### config.mk
export PLATFORM = sky130hd
export DESIGN_NAME = phy_tx
export DESIGN_NICKNAME = d
export VERILOG_FILES = /design/src/rtl/phy_tx.sv
export SDC_FILE = /design/constraint.sdc
export NUM_CORES = 1
export LEC_CHECK = 0
export ABC_AREA = 0
export CORE_AREA = 2 2 51 88
export DETAILED_ROUTE_END_ITERATION = 12
export DIE_AREA = 0 0 53 90
export GPL_TIMING_DRIVEN = 0
export PLACE_DENSITY_LB_ADDON = 0.3
export SYNTH_ARGS = -nofsm -noshare
export SYNTH_HDL_FRONTEND = slang
export SYNTH_SLANG_ARGS = --single-unit
export TNS_END_PERCENT = 1
### constraint.sdc
create_clock -name clk_32f -period 2 [get_ports clk_32f]
set_input_delay 0.2 -clock clk_32f [delete_from_list [all_inputs] [get_ports clk_32f]]
set_output_delay 0.2 -clock clk_32f [all_outputs]
set_load 0.02 [all_outputs]
### src/rtl/phy_tx.sv
// phy_tx: serializes four byte lanes (lane 0 first, MSB first) onto one line,
// preceded by four COM training frames. Optional byte counter: PHY_TX_STAT_EN.
module phy_tx (
  input  logic        clk_32f,
  input  logic        reset_L,
  input  logic [7:0]  in0,
  input  logic [7:0]  in1,
  input  logic [7:0]  in2,
  input  logic [7:0]  in3,
  input  logic        val_in0,
  input  logic        val_in1,
  input  logic        val_in2,
  input  logic        val_in3,
  output logic        rd_frame,
  output logic        salida_tx
`ifdef PHY_TX_STAT_EN
  ,
  output logic [15:0] bytes_sent
`endif
);

  localparam int unsigned BYTE_W  = 8;
  localparam int unsigned FRAME_W = 32;
  localparam int unsigned CNT_W   = 5;
  localparam int unsigned TRAIN_W = 2;
  localparam int unsigned STAT_W  = 16;
  localparam int unsigned VCNT_W  = 3;

  localparam logic [BYTE_W-1:0]  COM        = 8'hBC;
  localparam logic [BYTE_W-1:0]  IDLE       = 8'h7C;
  localparam logic [CNT_W-1:0]   CNT_LAST   = 5'd31;
  localparam logic [CNT_W-1:0]   CNT_PRE    = 5'd30;
  localparam logic [TRAIN_W-1:0] TRAIN_LAST = 2'd3;

  typedef enum logic {ST_TRAIN, ST_DATA} state_e;

  state_e               state_q, state_d;
  logic [CNT_W-1:0]     cnt_q, cnt_d;
  logic [TRAIN_W-1:0]   train_cnt_q, train_cnt_d;
  logic [FRAME_W-1:0]   hold_q, hold_d;
  logic                 salida_q, salida_d;
  logic                 rd_frame_q, rd_frame_d;
  logic [FRAME_W-1:0]   data_frame;
  logic                 next_is_data;
  logic                 data_load;
`ifdef PHY_TX_STAT_EN
  logic [STAT_W-1:0]    bytes_q, bytes_d;
  logic [VCNT_W-1:0]    valid_cnt;
`endif

  // Lane 0 occupies the top byte so bit index 31-cnt walks lanes 0..3, MSB first.
  always_comb begin
    data_frame = {val_in0 ? in0 : IDLE,
                  val_in1 ? in1 : IDLE,
                  val_in2 ? in2 : IDLE,
                  val_in3 ? in3 : IDLE};
  end

  // Next-state and output logic; reload happens on the edge closing cnt==31.
  always_comb begin
    state_d      = state_q;
    cnt_d        = cnt_q + CNT_W'(1);
    train_cnt_d  = train_cnt_q;
    hold_d       = hold_q;
    salida_d     = hold_q[~cnt_q];
    rd_frame_d   = 1'b0;
    data_load    = 1'b0;
    next_is_data = (state_q == ST_DATA) || (train_cnt_q == TRAIN_LAST);

    if (cnt_q == CNT_PRE) begin
      rd_frame_d = next_is_data;
    end

    if (cnt_q == CNT_LAST) begin
      case (state_q)
        ST_TRAIN: begin
          if (train_cnt_q == TRAIN_LAST) begin
            hold_d    = data_frame;
            state_d   = ST_DATA;
            data_load = 1'b1;
          end else begin
            hold_d      = {4{COM}};
            train_cnt_d = train_cnt_q + TRAIN_W'(1);
          end
        end
        ST_DATA: begin
          hold_d    = data_frame;
          data_load = 1'b1;
        end
        default: begin
          state_d = ST_TRAIN;
        end
      endcase
    end
  end

`ifdef PHY_TX_STAT_EN
  // Counts valid lanes accepted on each data reload, wrapping at 2^16.
  always_comb begin
    valid_cnt = VCNT_W'(val_in0) + VCNT_W'(val_in1) + VCNT_W'(val_in2) + VCNT_W'(val_in3);
    bytes_d   = bytes_q;
    if (data_load) begin
      bytes_d = bytes_q + STAT_W'(valid_cnt);
    end
  end

  always_ff @(posedge clk_32f or negedge reset_L) begin
    if (!reset_L) begin
      bytes_q <= '0;
    end else begin
      bytes_q <= bytes_d;
    end
  end

  assign bytes_sent = bytes_q;
`endif

  always_ff @(posedge clk_32f or negedge reset_L) begin
    if (!reset_L) begin
      state_q     <= ST_TRAIN;
      cnt_q       <= '0;
      train_cnt_q <= '0;
      hold_q      <= {4{COM}};
      salida_q    <= 1'b0;
      rd_frame_q  <= 1'b0;
    end else begin
      state_q     <= state_d;
      cnt_q       <= cnt_d;
      train_cnt_q <= train_cnt_d;
      hold_q      <= hold_d;
      salida_q    <= salida_d;
      rd_frame_q  <= rd_frame_d;
    end
  end

  assign salida_tx = salida_q;
  assign rd_frame  = rd_frame_q;

endmodule

Word level (Yosys, flattened, before mapping). Cells that the tools add are included.

Flip-flop bits (word level): 42. Bits of input ports: 38. Output and inout bits: 2. Logic and storage cells: 28.

Add/subtract/negate cells: 2. Order comparisons: 1. Equality and inequality tests: 3. Muxes and demuxes: 11. Bitwise logic cells: 3. Reductions and logical operators: 2.

Operator list (count): $pmux 32 s2 (1); $mux 32 (1); $mux 8 (4); $eq 5x5->1 const B (2); $lt 5x6->1 const B (1); $add 5x1->5 const B (1); $bmux 1 s5 (1); $not 5->5 (1); $mux 1 (4); $reduce_and 3->1 (1); $add 2x1->2 const B (1); $eq 2x2->1 const B (1); $not 1->1 (2); $logic_or 1x1->1 (1).

Logic depth before layout (Yosys ltp).
Word-level depth: 3. Mapped depth: 8. Gate-level depth less buffers: 6.

Least setup slack after synthesis. Ideal clock, no wire load.

Kind: flip-flop to flip-flop. Start point: register cnt_q[1]. End point: register hold_q[2]. Library setup time: 0.080 ns. Arrival: 1.624 ns. Data required time: 1.920 ns. Path slack: 0.297 ns. Cell stages (with the launch flop): 9. Path buffers: 2. Cell sequence: dfrtp_1 > ha_1 > and3_1 > ha_1 > buf_2 > nor2b_1 > buf_2 > nand2_1 > o22a_1.

Word-level cells in the longest chain between the ends: 1.

Ends and longest elaborated chain: start, declared (line 38) `logic [CNT_W-1:0] cnt_q, cnt_d;`; start signal, assigned (line 128) `cnt_q <= cnt_d;`; $eq 5x5->1 (line 74) `if (cnt_q == CNT_LAST) begin`; end signal, assigned (line 123) `hold_q <= {4{COM}};`; end signal, assigned (line 130) `hold_q <= hold_d;`; end, declared (line 40) `logic [FRAME_W-1:0] hold_q, hold_d;`.

Every way passes these cells. A chain may end at the register's enable or synchronous reset.

Worst setup path in the final report.
Start point: register cnt_q[1]. End point: register hold_q[27].

Same word-level chain as after synthesis.

==> reports/metrics.yaml <==
status: "complete, no violations"
viasPerCell: 5.53
grt_pass1_vias: 1522
fp.dieW_um: 53
antenna_left: 0
path_class: "flop to flop"
cts_tree: "built"
start_util_pct: 47.5
area_growth_syn_to_layout_pct: 31.0
rows: 31
slew_viol_final: 0
htreeDepth: 2
p_sw_share_pct: 20.8
place_ws_ps: -65.5
instances_no_fill: 274
synth-seq-cells: 42
crit_chain: "ha_1 -> and3_1 -> ha_1 -> clkbuf_4 -> nor2b_4 -> buf_4 -> nand2_1 -> o22a_1"
drc_errors: 0
pwr_density_cell_nw_per_um2: 598
clock_sink_count: 42
globalplace.congestion: 0.825
ys_seq_area_share_pct: 55.7
multiInputGateArea_um2: 767
yosys-top-cells-area: "dfrtp_1 (28%), dfstp_2 (27%), o22a_1 (7.2%)"
dp_cells: 263
io_buffers: 39
critPathMaxStageDelay_ps: 390
cts.clk_slew.worst_paths_ps: 80
end_kind: "flop"
grt_max_degree: 32
synth_flop_cell: "dfrtp_1"
crit_arrival_ps: 2100
peakVddDrop_mv: 0.457
cts_made_buffers: 5
seq_power_share_pct: 56.1
syn_area_um2: 1930
cpMostUsedCell: "ha_1"
yosys.area.top_type: "dfrtp_1"
grt_pass1_wl_um: 7160
async_flop_share_pct: 100
syn_inst: 174
clk_latency_ps: 290
synth_top_area_share_pct: 28.5
post-route-util_pct: 62.2
die_height_um: 90
worst_pin_slew_ps: 475
firstDrtPassIters: 4
fmax_mhz: 536
p_comb_share_pct: 6.9
clockBufferDepth: 2
fin_hold_ws_ps: 328
fin_skew_ps: 3.77
n_antenna_cell: 0
root_buffer: "clkbuf_8"
drt_iter0_drc: 26
synth_most_common_cell: "dfrtp_1"
wl_um: 4340
switching_power_uw: 315
period_needed_ps: 1870
slew_headroom_pct: 68.4
die_area_um2: 4770
io_pins: 40
core_um2: 4070
fin_ws_ps: 133
cp_slowest_cell: "dfrtp_1"
synth_cell_types: 31
maxCapViolCount: 0
fill_cells: 351
antenna_found_initial: 0
ys_warn_count: 0
final_cell_area_um2: 2530
overflow: 0
synth_commonest_cells: "dfrtp_1 (22), dfstp_2 (20), o22a_1 (16)"
p_leak_nw: 1.01
grt.total_usage_pct: 20.5
synth_edf_count: 0
synth.avg_cell_area_um2: 11.1
critical_path_buf_inv_count: 2
p_int_mw: 1.20
drive_above_1_share_pct: 18.2
power_frac_clock_pct: 36.9
ff_latch_area_um2: 1080
crit_family: "simple AND/OR/NAND/NOR gates"
fin_nets: 266
hold_viol: 0
period_share_pct: 93.4
vias: 1516
avgRoutedWirePerCell_um: 15.8
fin_tns_setup_ps: 0
dp_hpwl_um: 3180
power_mw: 1.52
critPathLaunchType: "flop"
worstPathMaxFanout: 10
cp_data_required_time_ps: 2230
setup_viol: 0
syn_nets: 216
hp-class: "input pin to asynchronous set/reset pin"
place_area_um2: 2400
area by class of cell:
cell class	count	area share, %
flip-flops and latches	42	42.5
inverters	14	2.08
plain buffers	9	2.12
repair buffers	43	17.0
clock inverters	1	0.198
clock buffers	7	3.41
multi-input cells	109	30.3
well taps	49	2.42
timing repair:
action / CTS / global route
hold endpoints to repair: 8 / 0
hold buffers: 1 / 0
gates resized for setup: 2 / 3
buffers inserted: 0 / 2
setup endpoints to repair: 8 / 15
cells in the final DEF, fill, tap and decap left out, types with 5 or more instances in the layout:
master / netlist / routed
o21ai_0: 8 / 8
mux2i_1: 13 / 13
nand2_1: 8 / 8
nand3_1: 10 / 10
inv_1: 14 / 14
nor2_1: 11 / 11
o22ai_1: 5 / 5
clkdlybuf4s50_1: 0 / 38
clkbuf_8: 0 / 6
dfrtp_1: 22 / 22
dfstp_2: 20 / 20
o22a_1: 16 / 16
buf_4: 3 / 6
flip-flops by register name, indices dropped and copies added (netlist names):
register / cells
state_q: 1
rd_frame: 1
train_cnt_q: 2
cnt_q: 5
salida_tx: 1
hold_q: 32
routing by layer:
layer / up-vias / GRT usage (%) / wire length (µm)
met5: - / 0 / 0
met4: 0 / 8.12 / 70
met3: 6 / 4.49 / 167
met2: 37 / 33.9 / 2330
met1: 753 / 25.2 / 1770
li1: 720 / - / -
power groups by stage:
stage               clock [mW]  sequential [mW]  combinational [mW]
CTS                      0.565            0.851               0.107
detailed placement           0            0.866               0.104
global route             0.604            0.851               0.114
floorplan                    0            0.866             0.00509
global placement             0            0.866               0.101
finish                   0.559            0.851               0.105
path summary, 6_finish.rpt:
| path | from | endpoint | slack (ps) | cells past startpoint |
|---|---|---|---|---|
| worst max-delay path | cnt_q[1] | hold_q[27] | 130 | 8 |
| worst min-delay path | reset_L | cnt_q[1] | 330 | 2 |
| worst max register to register | cnt_q[1] | hold_q[27] | 130 | 8 |
| worst min register to register | hold_q[31] | hold_q[31] | 490 | 2 |
| max in group asynchronous | reset_L | hold_q[26] | 1130 | 3 |
| min in group clk_32f | in3[5] | hold_q[5] | 450 | 2 |
cells by family (layout without fill, tap and decap cells):
kind of cell | after synthesis | count (layout) | synth area share (%)
fa+ha+maj | 4 | 4 | 2.59
buf+inv | 23 | 74 | 5.24
simple gates | 43 | 43 | 11.3
compound gates | 45 | 45 | 16.6
mux | 14 | 14 | 7.31
xor+xnor | 3 | 3 | 1.36
flops | 42 | 42 | 55.7
Note: power is estimated with default switching activity, not from simulation.
==> patch 1 (same flow settings) <==
Register the output `rd_frame` once more, without a reset; this adds one clock of latency there. The other outputs are not delayed to match.
--- a/src/rtl/phy_tx.sv
+++ b/src/rtl/phy_tx.sv
@@ -136,3 +136,5 @@
   assign salida_tx = salida_q;
-  assign rd_frame  = rd_frame_q;
+  always_ff @(posedge clk_32f) begin
+    rd_frame <= rd_frame_q;
+  end
 
Check against the original RTL: no difference found for any inputs over 10 cycles, from zero or initial values and one cycle with reset_L low; that may be too few to reach the edited logic, so the function may still have changed.
==> patch 1 against the original RTL <==
  * Wire length is 3.2% lower
  * Final area is 0.49% lower
  * Fmax is 0.15% lower
  * Total power is 3.3% higher
  * Non-clock buffer count is 4 lower
  * Core utilization is 0.31 points lower
  * Area after synthesis is 1.0% higher
  * Sequential cell count is 1 higher
  * Setup slack worse by 2.7 ps
==> patch 1: results <==
set metrics [dict create \
    worstMarginPinSlew_ps 921 \
    synthCells 175 \
    status "finished, final reports clean" \
    synth_warnings 0 \
    clock_path_buffers 2 \
    dp_cells 263 \
    finClkSkew_ps 3.88 \
    met2_usage 0.338 \
    grtUsageMet3 0.0498 \
    place_congestion 0.816 \
    clk_latency_ps 300 \
    h-tree-depth 2 \
    netlist_top_cells_count "22 x dfrtp_1, 20 x dfstp_2, 16 x o22a_1" \
    synth.distinct_cells 32 \
    placed_cell_area_sq_um 2400 \
    cp_max_fo 10 \
    cp.arrival_ps 2100 \
    firstDrtPassIters 4 \
    clkTransAtPathRegs_ps 70 \
    routedWlPerCell_microns 15.5 \
    use_met1 0.249 \
    track_usage 0.203 \
    layout.cells.non_filler 271 \
    num_vias 1469 \
    antenna_found_initial 0 \
    peakVddDrop_v 0.000518 \
    hold_path.class "in -> async" \
    synthTopCellsByArea "dfrtp_1 28%, dfstp_2 27%, o22a_1 7.2%, mux2i_1 6.7%, inv_1 2.7%" \
    reg_top3 "hold_q x32, cnt_q x5, train_cnt_q x2" \
    grt-ovfl-total 0 \
    finalHoldViolations 0 \
    ys_seq_area_frac 0.561 \
    synthArstFlopShare 0.977 \
    grt_start_max_net_pins 43 \
    cts_buffers 5 \
    initialDrtViolationCount 56 \
    n_fill_cell 358 \
    port_buffers 39 \
    leakage_nw 1.00 \
    grt_pass1_wl_microns 7110 \
    drive_gt1_frac 0.171 \
    cts_root_buf "clkbuf_8" \
    ys.flop_type "dfrtp_1" \
    syn-num-nets 217 \
    hpwl_microns 3060 \
    n_antenna_cell 0 \
]
[patch 1: worst max-delay path, stage by stage (launching register included)]
cell      delay [ps]
dfrtp_1          400
ha_1             200
and3_1           170
ha_1             130
clkbuf_4         190
nor2b_4          210
buf_6            170
nand2_1          120
o22a_1           200
[patch 1: layout make-up]
cell class	count	area [sq um]	share of cell area
Inverter	14	52.6	0.0209
Buffer	9	57.6	0.0228
Timing Repair Buffer	39	385	0.153
Multi-Input combinational cell	109	767	0.304
Tap cell	49	61.3	0.0243
Sequential cell	43	1100	0.435
Clock buffer	8	100	0.0397
[patch 1: per-stage QoR]
step / setup TNS (ps) / utilization / setup WS [ps]
2_1_floorplan: 0 / - / 297
3_3_place_gp: -7200 / 0.590 / -284
3_5_place_dp: -1150 / 0.589 / -155
4_1_cts: 0 / 0.615 / 3.85
5_1_grt: 0 / 0.619 / 1.95
6_report: 0 / 0.619 / 130
[patch 1: path summary, 6_finish.rpt]
kind / start / to / slack [ps] / cells after the start
worst max-delay path: cnt_q[1]$_DFF_PN0_ / hold_q[5]$_DFFE_PN1N_ / 130 / 8
max in group asynchronous: reset_L / hold_q[24]$_DFFE_PN0N_ / 1390 / 1
worst min register to register: rd_frame_q$_DFF_PN0_ / rd_frame$_DFF_P_ / 350 / 0
min in group clk_32f: rd_frame_q$_DFF_PN0_ / rd_frame$_DFF_P_ / 350 / 0
worst max register to register: cnt_q[1]$_DFF_PN0_ / hold_q[5]$_DFFE_PN1N_ / 130 / 8
worst min-delay path: reset_L / rd_frame_q$_DFF_PN0_ / 40 / 1
[patch 1: power breakdown]
part	internal (W)	total, W	switching [W]	leakage [nW]
registers	0.000871	0.000871	0	0.507
clock network	0.000315	0.000597	0.000282	0.0515
logic	0.0000657	0.0000968	0.0000311	0.444
total	0.00125	0.00156	0.000314	1.00
[patch 1: cells by family after synthesis]
family                   count (synthesis)  share of synthesized area
XOR/XNOR                                 3                     0.0135
AO/OA/AOI/OAI                           45                      0.164
AND/OR/NAND/NOR                         43                      0.111
flip-flops                              43                      0.561
adder cells (fa/ha/maj)                  4                     0.0256
multiplexers                            14                     0.0724
buffers and inverters                   23                     0.0519
[patch 1: layer usage]
metal | up-vias | share of wire
met4 | 0 | 0.013
met1 | 714 | 0.41
met3 | 6 | 0.033
met5 | - | 0
li1 | 712 | -
met2 | 37 | 0.55
[patch 1: timing repair]
item | 4_1_cts | 5_1_grt
resized for setup | 2 | 4
setup endpoints to repair | 16 | 11
pin swaps | 0 | 0
buffers inserted | 0 | 0
==> patch 2 (config.mk and constraints unchanged) <==
Made on the original files. The localparam `CNT_W` goes from 5 to 7.
--- a/src/rtl/phy_tx.sv
+++ b/src/rtl/phy_tx.sv
@@ -23,3 +23,3 @@
   localparam int unsigned FRAME_W = 32;
-  localparam int unsigned CNT_W   = 5;
+  localparam int unsigned CNT_W   = 7;
   localparam int unsigned TRAIN_W = 2;
Function: changed (a bounded check fails within 4 cycles, from zero or initial values and one cycle with reset_L low).
==> patch 2 against the original RTL <==
  * Sequential cell count increased by 2
  * Global-route usage rose by 1.8 points
  * Wire length is 5.6% higher
  * Die area unchanged
  * Final area rose by 3.8%
  * Setup slack better by 150 ps
  * Total power up 5.1%
  * First-iteration DRC count increased by 140%
  * Synthesized cell count fell by 4.0%
  * Highest routed layer unchanged
  * Area after synthesis grew 7.6%
==> patch 2: results <==
set metrics [dict create \
    status "finished, final reports clean" \
    clock_path_buffers 2 \
    firstDrtPassIters 4 \
    cts_buffers 5 \
    startpoint "cnt_q[0]$_DFF_PN0_" \
    reg_top3 "hold_q x32, cnt_q x7, train_cnt_q x2" \
    leakage_nw 1.22 \
    n_antenna_cell 0 \
    critical-path-max-stage-delay_ps 370 \
    hold_path.class "in -> async" \
    hpwl_microns 3540 \
    peakVddDrop_v 0.000407 \
    cp.arrival_ps 1890 \
    ys_seq_area_frac 0.541 \
    grt_start_max_net_pins 45 \
    rrSetupSlack_ps 280 \
    antenna_found_initial 0 \
    swShare 0.201 \
    finalWorstSetupSlack_ps 279 \
    postCtsResizedCells 0 \
    cts_root_buf "clkbuf_8" \
    port_buffers 39 \
    netlist_top_cells_count "24 x dfrtp_1, 20 x dfstp_2, 16 x mux2i_1, 16 x o22a_1, 13 x nand2_1" \
    clkTransAtPathRegs_ps 80 \
    wl_microns 4580 \
    finClkSkew_ps 4.62 \
    n_fill_cell 326 \
    crit_path_top_delay_cell "dfrtp_1" \
    cp_max_fo 10 \
    fin_nets 254 \
    h-tree-depth 2 \
    initialDrtViolationCount 63 \
    slew_headroom 0.365 \
    pre_cts_ws_ps 305 \
    endpoint "salida_tx$_DFF_PN0_" \
    drive_gt1_frac 0.201 \
    postCtsSetupBuffers 0 \
    grt_pass1_vias 1625 \
    grt_pass1_wl_microns 7620 \
    synthTopCellsByArea "dfrtp_1 29%, dfstp_2 25%, mux2i_1 7.7%, o22a_1 6.7%, a32o_1 3.8%" \
    track_usage 0.223 \
    syn-num-nets 208 \
    place_congestion 0.895 \
    synthArstFlopShare 1.00 \
    cpLargestDelayFamily "buffers and inverters" \
    synth_warnings 0 \
    synth.distinct_cells 37 \
    num_vias 1549 \
    clk_latency_ps 290 \
]
## patch 2: cell types whose count changed after synthesis, moves of 5 or more
cell,before,now
a32o_1,0,8
nor2_1,11,3
nand2_1,8,13
nand3_1,10,5
inv_1,14,2
## patch 2: cells by family (layout without fill, tap and decap cells)
group | after synthesis | after routing | share of synthesized area
AOI/OAI and AO/OA | 45 | 45 | 0.172
DFF | 44 | 44 | 0.541
and+or+nand+nor | 40 | 40 | 0.120
muxes | 17 | 17 | 0.0842
buffers and inverters | 12 | 59 | 0.0391
xor gates and xnor gates | 6 | 6 | 0.0253
adders and majority gates | 3 | 3 | 0.0180
## patch 2: metrics by stage
step           instances  hold slack [ps]  TNS [ps]  instance area (sq um)
6_report             263             52.4         0                   2630
2_1_floorplan        167            -95.6         0                   2080
4_1_cts              263             69.6         0                   2630
3_3_place_gp         255              441     -5040                   2530
5_1_grt              263              114         0                   2630
3_5_place_dp         255              391         0                   2530
## patch 2: area by class of cell
class	count	area, sq um	share of cell area
plain buffers	10	73.8	0.0281
clock buffers	8	100	0.0381
inverters	2	7.51	0.00286
multi-input cells	111	873	0.332
flip-flops and latches	44	1130	0.429
well taps	49	61.3	0.0233
repair buffers	39	385	0.147
## patch 2: power by group through the flow
stage	sequential (W)	clock, W	combinational (W)
floorplan	0.000907	0	0.00000505
global placement	0.000907	0	0.0000982
detailed placement	0.000907	0	0.000102
CTS	0.000891	0.000608	0.000102
global route	0.000891	0.000650	0.000109
finish	0.000891	0.000602	0.000100
## patch 2: layer usage
metal	track usage	part of all wire
met2	0.381	0.56
met1	0.253	0.36
met5	0	0
met3	0.0399	0.037
met4	0.113	0.040
